`config.mk`:
```
export PLATFORM = sky130hd
export DESIGN_NAME = filter_load_controller
export DESIGN_NICKNAME = d
export VERILOG_FILES = /design/src/rtl/filter_load_controller.sv
export SDC_FILE = /design/constraint.sdc
export NUM_CORES = 1
export LEC_CHECK = 0
export CAP_MARGIN = 20
export CORE_MARGIN = 2
export CORE_UTILIZATION = 45
export CTS_CLUSTER_DIAMETER = 50
export DETAILED_ROUTE_END_ITERATION = 10
export GPL_ROUTABILITY_DRIVEN = 0
export HOLD_SLACK_MARGIN = 0.08
export PLACE_DENSITY = 0.74
export SYNTH_ARGS = -nofsm -noshare
export SYNTH_HDL_FRONTEND = slang
export SYNTH_SLANG_ARGS = --single-unit
```
`constraint.sdc`:
```
create_clock -name CLK -period 2.4 [get_ports CLK]
set_input_delay 0.48 -clock CLK [delete_from_list [all_inputs] [get_ports CLK]]
set_output_delay 0.48 -clock CLK [all_outputs]
set_load 0.02 [all_outputs]
```
`src/rtl/filter_load_controller.sv`:
```
// Loads one 3x3 or 5x5 filter from weight memory into a PE weight bank.
// Reads sequentially with a rd/ack handshake and strobes one bank register per word.
module filter_load_controller #(
  parameter int DATA_W = 16,
  parameter int ADDR_W = 16,
  parameter int IDX_W  = 5
) (
  input  logic              CLK,
  input  logic              RST,
  input  logic              start,
  input  logic              abort,
  input  logic              filter_sz,
  input  logic [ADDR_W-1:0] base_addr,
  output logic              mem_rd,
  output logic [ADDR_W-1:0] mem_addr,
  input  logic              mem_ack,
  input  logic [DATA_W-1:0] mem_data,
  output logic              reg_en,
  output logic [IDX_W-1:0]  reg_idx,
  output logic [DATA_W-1:0] reg_data,
  output logic              busy,
  output logic              done
);

  typedef enum logic [1:0] {
    ST_IDLE  = 2'd0,
    ST_REQ   = 2'd1,
    ST_FLUSH = 2'd2,
    ST_DONE  = 2'd3
  } state_t;

  state_t             state_q, state_d;
  logic [ADDR_W-1:0]  base_q, base_d;
  logic [IDX_W-1:0]   idx_q, idx_d;
  logic [IDX_W-1:0]   last_q, last_d;
  logic               mem_rd_q, mem_rd_d;
  logic [ADDR_W-1:0]  mem_addr_q, mem_addr_d;
  logic               reg_en_q, reg_en_d;
  logic [IDX_W-1:0]   reg_idx_q, reg_idx_d;
  logic [DATA_W-1:0]  reg_data_q, reg_data_d;
  logic               busy_q, busy_d;
  logic               done_q, done_d;
  logic [IDX_W-1:0]   idx_next_s;

  assign idx_next_s = idx_q + IDX_W'(1);

  // Next-state and next-output computation
  always_comb begin
    state_d    = state_q;
    base_d     = base_q;
    idx_d      = idx_q;
    last_d     = last_q;
    mem_rd_d   = mem_rd_q;
    mem_addr_d = mem_addr_q;
    reg_en_d   = 1'b0;
    reg_idx_d  = reg_idx_q;
    reg_data_d = reg_data_q;
    busy_d     = busy_q;
    done_d     = 1'b0;
    if (state_q != ST_IDLE && abort) begin
      // Abort drops everything; a same-cycle ack is discarded.
      state_d  = ST_IDLE;
      mem_rd_d = 1'b0;
      busy_d   = 1'b0;
    end else begin
      case (state_q)
        ST_IDLE: begin
          if (start && !abort) begin
            state_d    = ST_REQ;
            base_d     = base_addr;
            last_d     = filter_sz ? IDX_W'(24) : IDX_W'(8);
            idx_d      = {IDX_W{1'b0}};
            mem_rd_d   = 1'b1;
            mem_addr_d = base_addr;
            busy_d     = 1'b1;
          end else begin
            state_d = ST_IDLE;
          end
        end
        ST_REQ: begin
          if (mem_ack) begin
            reg_en_d   = 1'b1;
            reg_idx_d  = idx_q;
            reg_data_d = mem_data;
            if (idx_q == last_q) begin
              mem_rd_d = 1'b0;
              state_d  = ST_FLUSH;
            end else begin
              idx_d      = idx_next_s;
              mem_addr_d = base_q + ADDR_W'(idx_next_s);
            end
          end else begin
            state_d = ST_REQ;
          end
        end
        ST_FLUSH: begin
          state_d = ST_DONE;
        end
        ST_DONE: begin
          state_d = ST_IDLE;
          busy_d  = 1'b0;
          done_d  = 1'b1;
        end
        default: begin
          state_d  = ST_IDLE;
          mem_rd_d = 1'b0;
          busy_d   = 1'b0;
        end
      endcase
    end
  end

  // State and registered outputs
  always_ff @(posedge CLK or posedge RST) begin
    if (RST) begin
      state_q    <= ST_IDLE;
      base_q     <= {ADDR_W{1'b0}};
      idx_q      <= {IDX_W{1'b0}};
      last_q     <= {IDX_W{1'b0}};
      mem_rd_q   <= 1'b0;
      mem_addr_q <= {ADDR_W{1'b0}};
      reg_en_q   <= 1'b0;
      reg_idx_q  <= {IDX_W{1'b0}};
      reg_data_q <= {DATA_W{1'b0}};
      busy_q     <= 1'b0;
      done_q     <= 1'b0;
    end else begin
      state_q    <= state_d;
      base_q     <= base_d;
      idx_q      <= idx_d;
      last_q     <= last_d;
      mem_rd_q   <= mem_rd_d;
      mem_addr_q <= mem_addr_d;
      reg_en_q   <= reg_en_d;
      reg_idx_q  <= reg_idx_d;
      reg_data_q <= reg_data_d;
      busy_q     <= busy_d;
      done_q     <= done_d;
    end
  end

  assign mem_rd   = mem_rd_q;
  assign mem_addr = mem_addr_q;
  assign reg_en   = reg_en_q;
  assign reg_idx  = reg_idx_q;
  assign reg_data = reg_data_q;
  assign busy     = busy_q;
  assign done     = done_q;

endmodule

```
### After elaboration in Yosys (flattened, before gate mapping)

Cells that the tools add are included.
W data, S select, Z words.

* bits in registers: 69
* input port bits: 38
* output and inout bits: 41

* add/subtract/negate cells: 2
* equality and inequality tests: 11
* multiplexer cells: 26
* bitwise gates (word level): 1
* reduce and logical (&&, ||, !) cells: 13

Operators with widths (number)
* $mux W16: 3
* $pmux W16 S2: 1
* $mux W5: 4
* $add A16 B5 Y16: 1
* $mux W1: 11
* $pmux W5 S2: 1
* $ne A3 B3 Y1 const B: 3
* $pmux W2 S4: 1
* $mux W2: 3
* $ne A2 B2 Y1 const B: 3
* $reduce_and A3 Y1: 2
* $reduce_bool A3 Y1: 2
* $add A5 B1 Y5 const B: 1
* $eq A5 B5 Y1: 1
* $reduce_and A5 Y1: 1
* $eq A2 B2 Y1 const B: 2
* $ne A4 B4 Y1 const B: 1
* $pmux W1 S2: 2
* $reduce_and A4 Y1: 1
* $reduce_bool A2 Y1: 2
* $eq A2 B1 Y1 const B: 1
* $logic_and A1 B1 Y1: 2
* $logic_not A2 Y1: 1
* $reduce_and A2 Y1: 1
* other kinds (2): 2

### Logic depth before layout (Yosys ltp)

Gate-level depths: netlist (run 1).

* word-level depth: 5
* gate-level depth with buffers: 9

### Least setup slack after synthesis (run 1)

Ideal clock, no wire load.

* path type: reg2reg
* start point: reg idx_q[0]
* end point: reg mem_addr_q[15] (netlist: mem_addr[15])
* setup time: 0.125 ns
* arrival: 2.060 ns
* path slack: 0.215 ns
* stages on the path, launching flop included: 9
* buffers on the path: 0
* clock period less this slack: 2.185 ns
* cell sequence: dfrtp_1 > ha_1 > nand3_1 > xnor2_1 > ha_1 > nand4_1 > a2111oi_4 > xnor2_1 > o21ai_2

* cells in the longest elaborated chain, start to end: 5
* elaborated cells between the ends (all ways): 8

RTL lines
* from (decl): line 34 `logic [IDX_W-1:0] idx_q, idx_d;`
* from (signal assigned): line 118 `idx_q <= {IDX_W{1'b0}};`
* from (signal assigned): line 130 `idx_q <= idx_d;`
* $add A5 B1 Y5: line 45 `assign idx_next_s = idx_q + IDX_W'(1);`
* $add A16 B5 Y16: line 90 `mem_addr_d = base_q + ADDR_W'(idx_next_s);`
* $mux W16: line 85 `if (idx_q == last_q) begin`
* $mux W16: line 81 `if (mem_ack) begin`
* $pmux W16 S2: line 66 `case (state_q)`
* to (signal assigned): line 121 `mem_addr_q <= {ADDR_W{1'b0}};`
* to (signal assigned): line 133 `mem_addr_q <= mem_addr_d;`
* to (decl): line 37 `logic [ADDR_W-1:0] mem_addr_q, mem_addr_d;`

Parallel ways exist; a longest one is shown, timed or not. The select of a mux whose other input is x is not followed.
A chain may end at the register's enable or synchronous reset.

### Final worst setup path (run 1)

* start point: reg idx_q[0]
* end point: reg mem_addr_q[14] (netlist: mem_addr[14])

The elaborated chain is that of the path after synthesis.

==> metrics.txt, run 1 <==
clock sinks=66; Period minus WS final=2320 ps; cell count after synthesis=307; drt via density=5.19; non-filler cells, final=495; gr usage total=19.6%; critical path launch point type=flip-flop; RSZ-0062 raised after global routing=true; WP data required=2610 ps; Die Ht=88.2 µm; die width=88.2 µm; Max Root-Sink Buffers=2; Max stage delay on crit path=450 ps; largest net degree at the start of global routing=49; initial core utilization=46.7%; row count=30; Slew headroom=49.6%; layout cell share with drive strength beyond 1=17.5%; clock buffer count from CTS=9; core box area=0.00683 mm²; Fin. Hold Viols=0; WS Path Type=flip-flop to flip-flop; min-delay worst type=input pin to async pin; # placed instances=474; utilization after layout=63.5%; Avg Cell Area, Syn=10.4 µm²; Root Driver=clkbuf_8; WL per Instance=15.0 µm; crit path cell chain=ha_4 -> xor2_1 -> ha_1 -> nor2b_4 -> o31a_1 -> o211ai_1 -> xor2_1 -> o211ai_1; drt pass-1 iters=4; Reg area=0.00165 mm²; fmax=432 MHz; Nets=440; Tcrit/Tclk final=96.5%; residual DRC count=0; Worst path slowest cell=dfrtp_2; num ports=79; post-route setup TNS=0 ps; vias in the first global route=2408; total die area=0.00778 mm²; grt ovf=0; Post-Route Skew=8.57 ps; asr flop ratio synth=100%; overall routed net length=7.43 mm; critical path peak fanout=6; final setup vio count=0; Static Leakage=1.92 nW; Mapped Nets=353; Inserted Diodes=0; Seq/Total Area, Yosys=51.7%; Synth Cell Area=0.00319 mm²; initial antenna violation count=0; area occupied by multi-input gates=0.00147 mm²; CTS tree=yes; Via Count=2570; worst slew pin tran=757 ps; hold slack=454 ps; ANT nets after route=0; Post-synth EDFFs=0; status=finished clean; Clk Latency, worst-skew pair=340 ps; clock slew seen by the registers of the worst setup and hold paths=80 ps; Synthesis Warnings=0; # fillers=591; VDD IR max=0.350 mV; count of cell types in the netlist=50; Main synth FF type=dfrtp_1; first-pass GRT wire length=11.8 mm; post-detail-place hpwl=5.17 mm; Synth Register Bits=66; initial DRC count=219; H-tree Lvls=3; Area Growth Syn to Fin=35.9%; max_cap viols=0; Power Density=785 mW/mm²; crit path DAT=2530 ps; Buffers on Ports=78; Critical Path Sink Type=flip-flop; fin. max-slew vios=0
-- area by class of cell --
cell class / instances / share of cell area [%]
Timing Repair Buffer: 92 / 20.7
Clock buffer: 9 / 2.85
Clock inverter: 7 / 1.07
Multi-Input combinational cell: 218 / 33.9
Sequential cell: 66 / 38.1
Inverter: 7 / 0.606
Tap cell: 96 / 2.77
-- layer usage --
| layer | track usage [%] | vias up | share of wire, % |
|---|---|---|---|
| li1 | - | 1235 | - |
| met1 | 28.9 | 1247 | 46 |
| met2 | 28.9 | 77 | 47 |
| met3 | 3.17 | 11 | 4.8 |
| met4 | 8.40 | 0 | 1.5 |
| met5 | 0 | - | 0 |
-- cells by family after synthesis --
group	after synthesis	share of synthesized area (%)
simple gates	116	17.1
compound gates	60	13.1
flops	66	51.7
buf+inv	23	3.61
fa+ha+maj	8	3.37
xor+xnor	11	3.02
mux	23	8.04
-- what timing repair did --
action | in CTS | in global routing
setup buffers | 1 | 4
pin swaps | 1 | 7
endpoints found under the hold margin | 0 | 0
hold buffers | 0 | 0
endpoints found under the setup margin | 1 | 12
gates resized for setup | 0 | 11
gates cloned | 0 | 0
-- through the flow --
step                setup WS [ps]  power [W]  area, µm²
floorplan                     215    0.00207       3190
global placement             98.4    0.00256       4080
detailed placement          -4.49    0.00258       4080
CTS                          21.8    0.00338       4260
global route                -30.9    0.00359       4340
finish                       84.8    0.00340       4340
-- synth_stat cells, types with 2 or more instances --
cell | number | share of area (%)
xor2_1 | 7 | 1.9
a21oi_1 | 9 | 1.4
xnor2_1 | 4 | 1.1
inv_1 | 7 | 0.82
and4_1 | 2 | 0.55
a211oi_1 | 4 | 0.94
nand2_1 | 69 | 8.1
mux2i_1 | 2 | 0.63
ha_1 | 7 | 2.7
nor2b_1 | 4 | 0.78
o21ai_1 | 8 | 1.3
nand3_1 | 7 | 1.1
mux2_2 | 21 | 7.4
and3_1 | 3 | 0.59
nand2b_1 | 8 | 1.6
o31ai_1 | 3 | 0.71
buf_2 | 8 | 1.3
a31oi_1 | 2 | 0.39
nor3_1 | 2 | 0.31
a22o_1 | 2 | 0.55
a22oi_1 | 2 | 0.47
o21ai_0 | 12 | 1.9
dfrtp_1 | 66 | 52
o211ai_1 | 5 | 1.2
buf_1 | 2 | 0.24
a21o_1 | 2 | 0.47
buf_6 | 2 | 0.71
nor2_1 | 13 | 1.5
clkbuf_1 | 3 | 0.35
-- flip-flops by register name (all words and copies together), names as in the netlist --
name and cells:
reg_en 1, state_q 2, reg_idx 5, reg_data 16, busy 1, base_q 16
mem_addr 16, done 1, last_q 2, idx_q 5, mem_rd 1
-- worst max-delay path, delay by kind of cell, from the launching register on --
family	cells	cell delay, ps
compound gates	3	720
xor+xnor	2	340
fa+ha+maj	2	530
flops	1	450
simple gates	1	150
-- final timing paths --
kind / from / endpoint / slack [ps] / depth (start not counted)
worst max-delay path: idx_q[0] / mem_addr[14] / 80 / 8
worst min-delay path: RST / reg_data[12] / 450 / 2
worst max register to register: idx_q[0] / mem_addr[14] / 80 / 8
worst min register to register: mem_addr[2] / mem_addr[2] / 480 / 2
max in group asynchronous: RST / idx_q[1] / 1330 / 3
min in group CLK: mem_addr[2] / mem_addr[2] / 480 / 2
-- power by group --
group | switching (W) | internal [W] | total, W
logic | 0.000552 | 0.000563 | 0.00112
clock network | 0.000433 | 0.000370 | 0.000803
registers | 0.000156 | 0.00133 | 0.00149
-- cell usage in the layout (no fill, tap or decap), types with 3 or more instances in the layout --
cell              n
nor2b_1           3
o21ai_1           8
nand2b_1          8
ha_1              4
xor2_1            7
o31ai_1           3
nand2_1          69
mux2_2           21
a21oi_1           9
dfrtp_1          64
clkinv_2          3
clkinvlp_4        3
a211oi_1          4
clkbuf_8          9
xnor2_1           3
nor2_1           13
nand3_1           7
o21ai_0          12
and3_1            3
o211ai_1          5
buf_4            13
inv_1             5
clkdlybuf4s50_1  78
(Power assumes the default switching activity.)
==> run 2, diff against run 1 <==
--- a/config.mk
+++ b/config.mk
@@ -8,2 +8,3 @@
 export CAP_MARGIN = 20
+export CORE_ASPECT_RATIO = 1.2
 export CORE_MARGIN = 2
==> constraint.sdc (replaced) <==
create_clock -name CLK -period 2.4 [get_ports CLK]
set_input_delay 0.24 -clock CLK [delete_from_list [all_inputs] [get_ports CLK]]
set_output_delay 0.24 -clock CLK [all_outputs]
set_load 0.02 [all_outputs]
==> run 2 against run 1 <==
Against the previous run: first-iteration DRC count fell by 35%; count of clock-buffer cells in the layout rose by 3; critical path type unchanged; global-route usage rose by 0.10 points; fmax barely moved; routed wire length is 1.1% lower.
==> metrics.txt, run 2 (same netlist as run 1, synthesis figures left out) <==
initial antenna violation count=0 (unchanged); Static Leakage=1.97 nW (+2.1%); Critical Path Sink Type=flip-flop; clock slew seen by the registers of the worst setup and hold paths=70 ps (about the same); initial core utilization=46.6% (-0.15 points); min-delay worst type=input pin to async pin; crit path DAT=2550 ps (+20 ps); Power Density=855 mW/mm² (+9.0%); residual DRC count=0 (unchanged); Inserted Diodes=0 (unchanged); max_cap viols=0 (unchanged); Via Count=2535 (-1.4%); Tcrit/Tclk final=96.5% (about the same); layout cell share with drive strength beyond 1=16.6% (-0.96 points); Setup WS pre-CTS=-24.0 ps (-19.5 ps); Slew headroom=72.9% (+23 points); initial DRC count=143 (-35%); first-pass GRT wire length=11.5 mm (-2.0%); Root Driver=clkbuf_8; post-route setup TNS=0 ps (unchanged); commonest non-fill, non-tap cell in the layout=clkdlybuf4s50_1; fmax=432 MHz (about the same); ANT nets after route=0 (unchanged); status=finished clean; Period minus WS final=2320 ps (+1.10 ps); grt ovf=0 (unchanged); core box area=0.00685 mm² (+0.33%); Die Ht=96.3 µm (+9.1%); most frequent cells in the layout=clkdlybuf4s50_1 (78), nand2_1 (68), dfrtp_1 (65), mux2_2 (21), nor2_1 (13); total die area=0.00779 mm² (about the same); clock buffer count from CTS=9 (unchanged); WL per Instance=15.1 µm (+0.92%); drt pass-1 iters=4 (unchanged); fin. max-slew vios=0 (unchanged); overall routed net length=7.35 mm (-1.1%); WS Path Type=flip-flop to flip-flop; CTS tree=yes; VDD IR max=0.506 mV (+44%); Max Root-Sink Buffers=2 (unchanged); Nets=439 (-0.23%); non-filler cells, final=485 (-2.0%); Clk Latency, worst-skew pair=350 ps (about the same); worst slew pin tran=404 ps (-353 ps); die width=80.9 µm (-8.3%); critical path launch point type=flip-flop; largest net degree at the start of global routing=67 (+37%); row count=33 (+10%); vias in the first global route=2426 (+0.75%); clock sinks=66 (unchanged); WP data required=2630 ps (+20 ps); final setup vio count=0 (unchanged); Area Growth Syn to Fin=37.8%; # hold bufs at CTS=0 (unchanged); post-detail-place hpwl=5.16 mm (about the same); Post-Route Skew=7.50 ps (-1.07 ps); # placed instances=466 (-1.7%); num ports=79 (unchanged); Fin. Hold Viols=0 (unchanged); post-layout worst setup margin=83.7 ps (-1.10 ps); H-tree Lvls=3 (unchanged); gr usage total=19.7% (+0.10 points); drt via density=5.23 (+0.67%); Buffers on Ports=78 (unchanged); critical path peak fanout=5 (-1)
## run 2: changes by cell type in the layout (fill, tap and decap cells not counted), sizes merged
cell,previous run,this run
clkinvlp,3,1
bufinv,0,3
clkinv,4,0
clkbuf,9,12
buf,14,13
## run 2: stage by stage
step           hold WS (ps)  power, W  area (µm²)  util, %
2_1_floorplan           306   0.00207        3190        -
3_3_place_gp            470   0.00256        4080     59.5
3_5_place_dp            477   0.00259        4080     59.5
4_1_cts                 297   0.00378        4330     63.2
5_1_grt                 310   0.00397        4400     64.2
6_report                291   0.00376        4400     64.2
## run 2: layer usage
| layer | routed length, µm | share of wire, % | vias to the layer above | global-route usage, % |
|---|---|---|---|---|
| li1 | - | - | 1232 | - |
| met2 | 3650 | 50 | 71 | 33.9 |
| met4 | 167 | 2.3 | 0 | 9.04 |
| met5 | 0 | 0 | - | 0 |
| met1 | 3050 | 42 | 1218 | 22.9 |
| met3 | 477 | 6.5 | 14 | 5.16 |
## run 2: worst paths after layout
path / cells past startpoint / startpoint / slack, ps / endpoint
setup reg to reg: 8 / idx_q[1] / 80 / mem_addr[15]
setup / recovery: 8 / idx_q[1] / 80 / mem_addr[15]
hold / removal: 3 / RST / 290 / reg_idx[0]
min in group CLK: 3 / base_addr[14] / 440 / base_q[14]
max in group asynchronous: 3 / RST / 1830 / idx_q[0]
hold reg to reg: 2 / mem_addr[1] / 490 / mem_addr[1]
## run 2: power by group
| group | internal [W] | total, W | switching [W] | leakage [nW] |
|---|---|---|---|---|
| logic | 0.000555 | 0.00110 | 0.000542 | 1.02 |
| clock network | 0.000747 | 0.00117 | 0.000427 | 0.123 |
| registers | 0.00133 | 0.00149 | 0.000162 | 0.821 |
## run 2: repair_timing
action / 4_1_cts / 5_1_grt
setup buffers: 0 / 3
pin swaps: 1 / 10
resized for setup: 0 / 11
setup endpoints to repair: 1 / 11
## run 2: cell type report
class,count,area (µm²)
sequential,66,1650
multi-input combinational,218,1460
clock inverter,4,97.6
timing repair buffer,91,895
fill,588,2450
clock buffer,12,155
tap,87,109
inverter,7,26.3
## run 2: critical path: stages (launching register included)
cell and delay [ps]:
dfrtp_1 440, ha_4 180, nand3_1 90, xnor2_1 160, ha_1 400, nand4_1 310
a2111oi_4 390, xnor2_1 170, o21ai_2 60
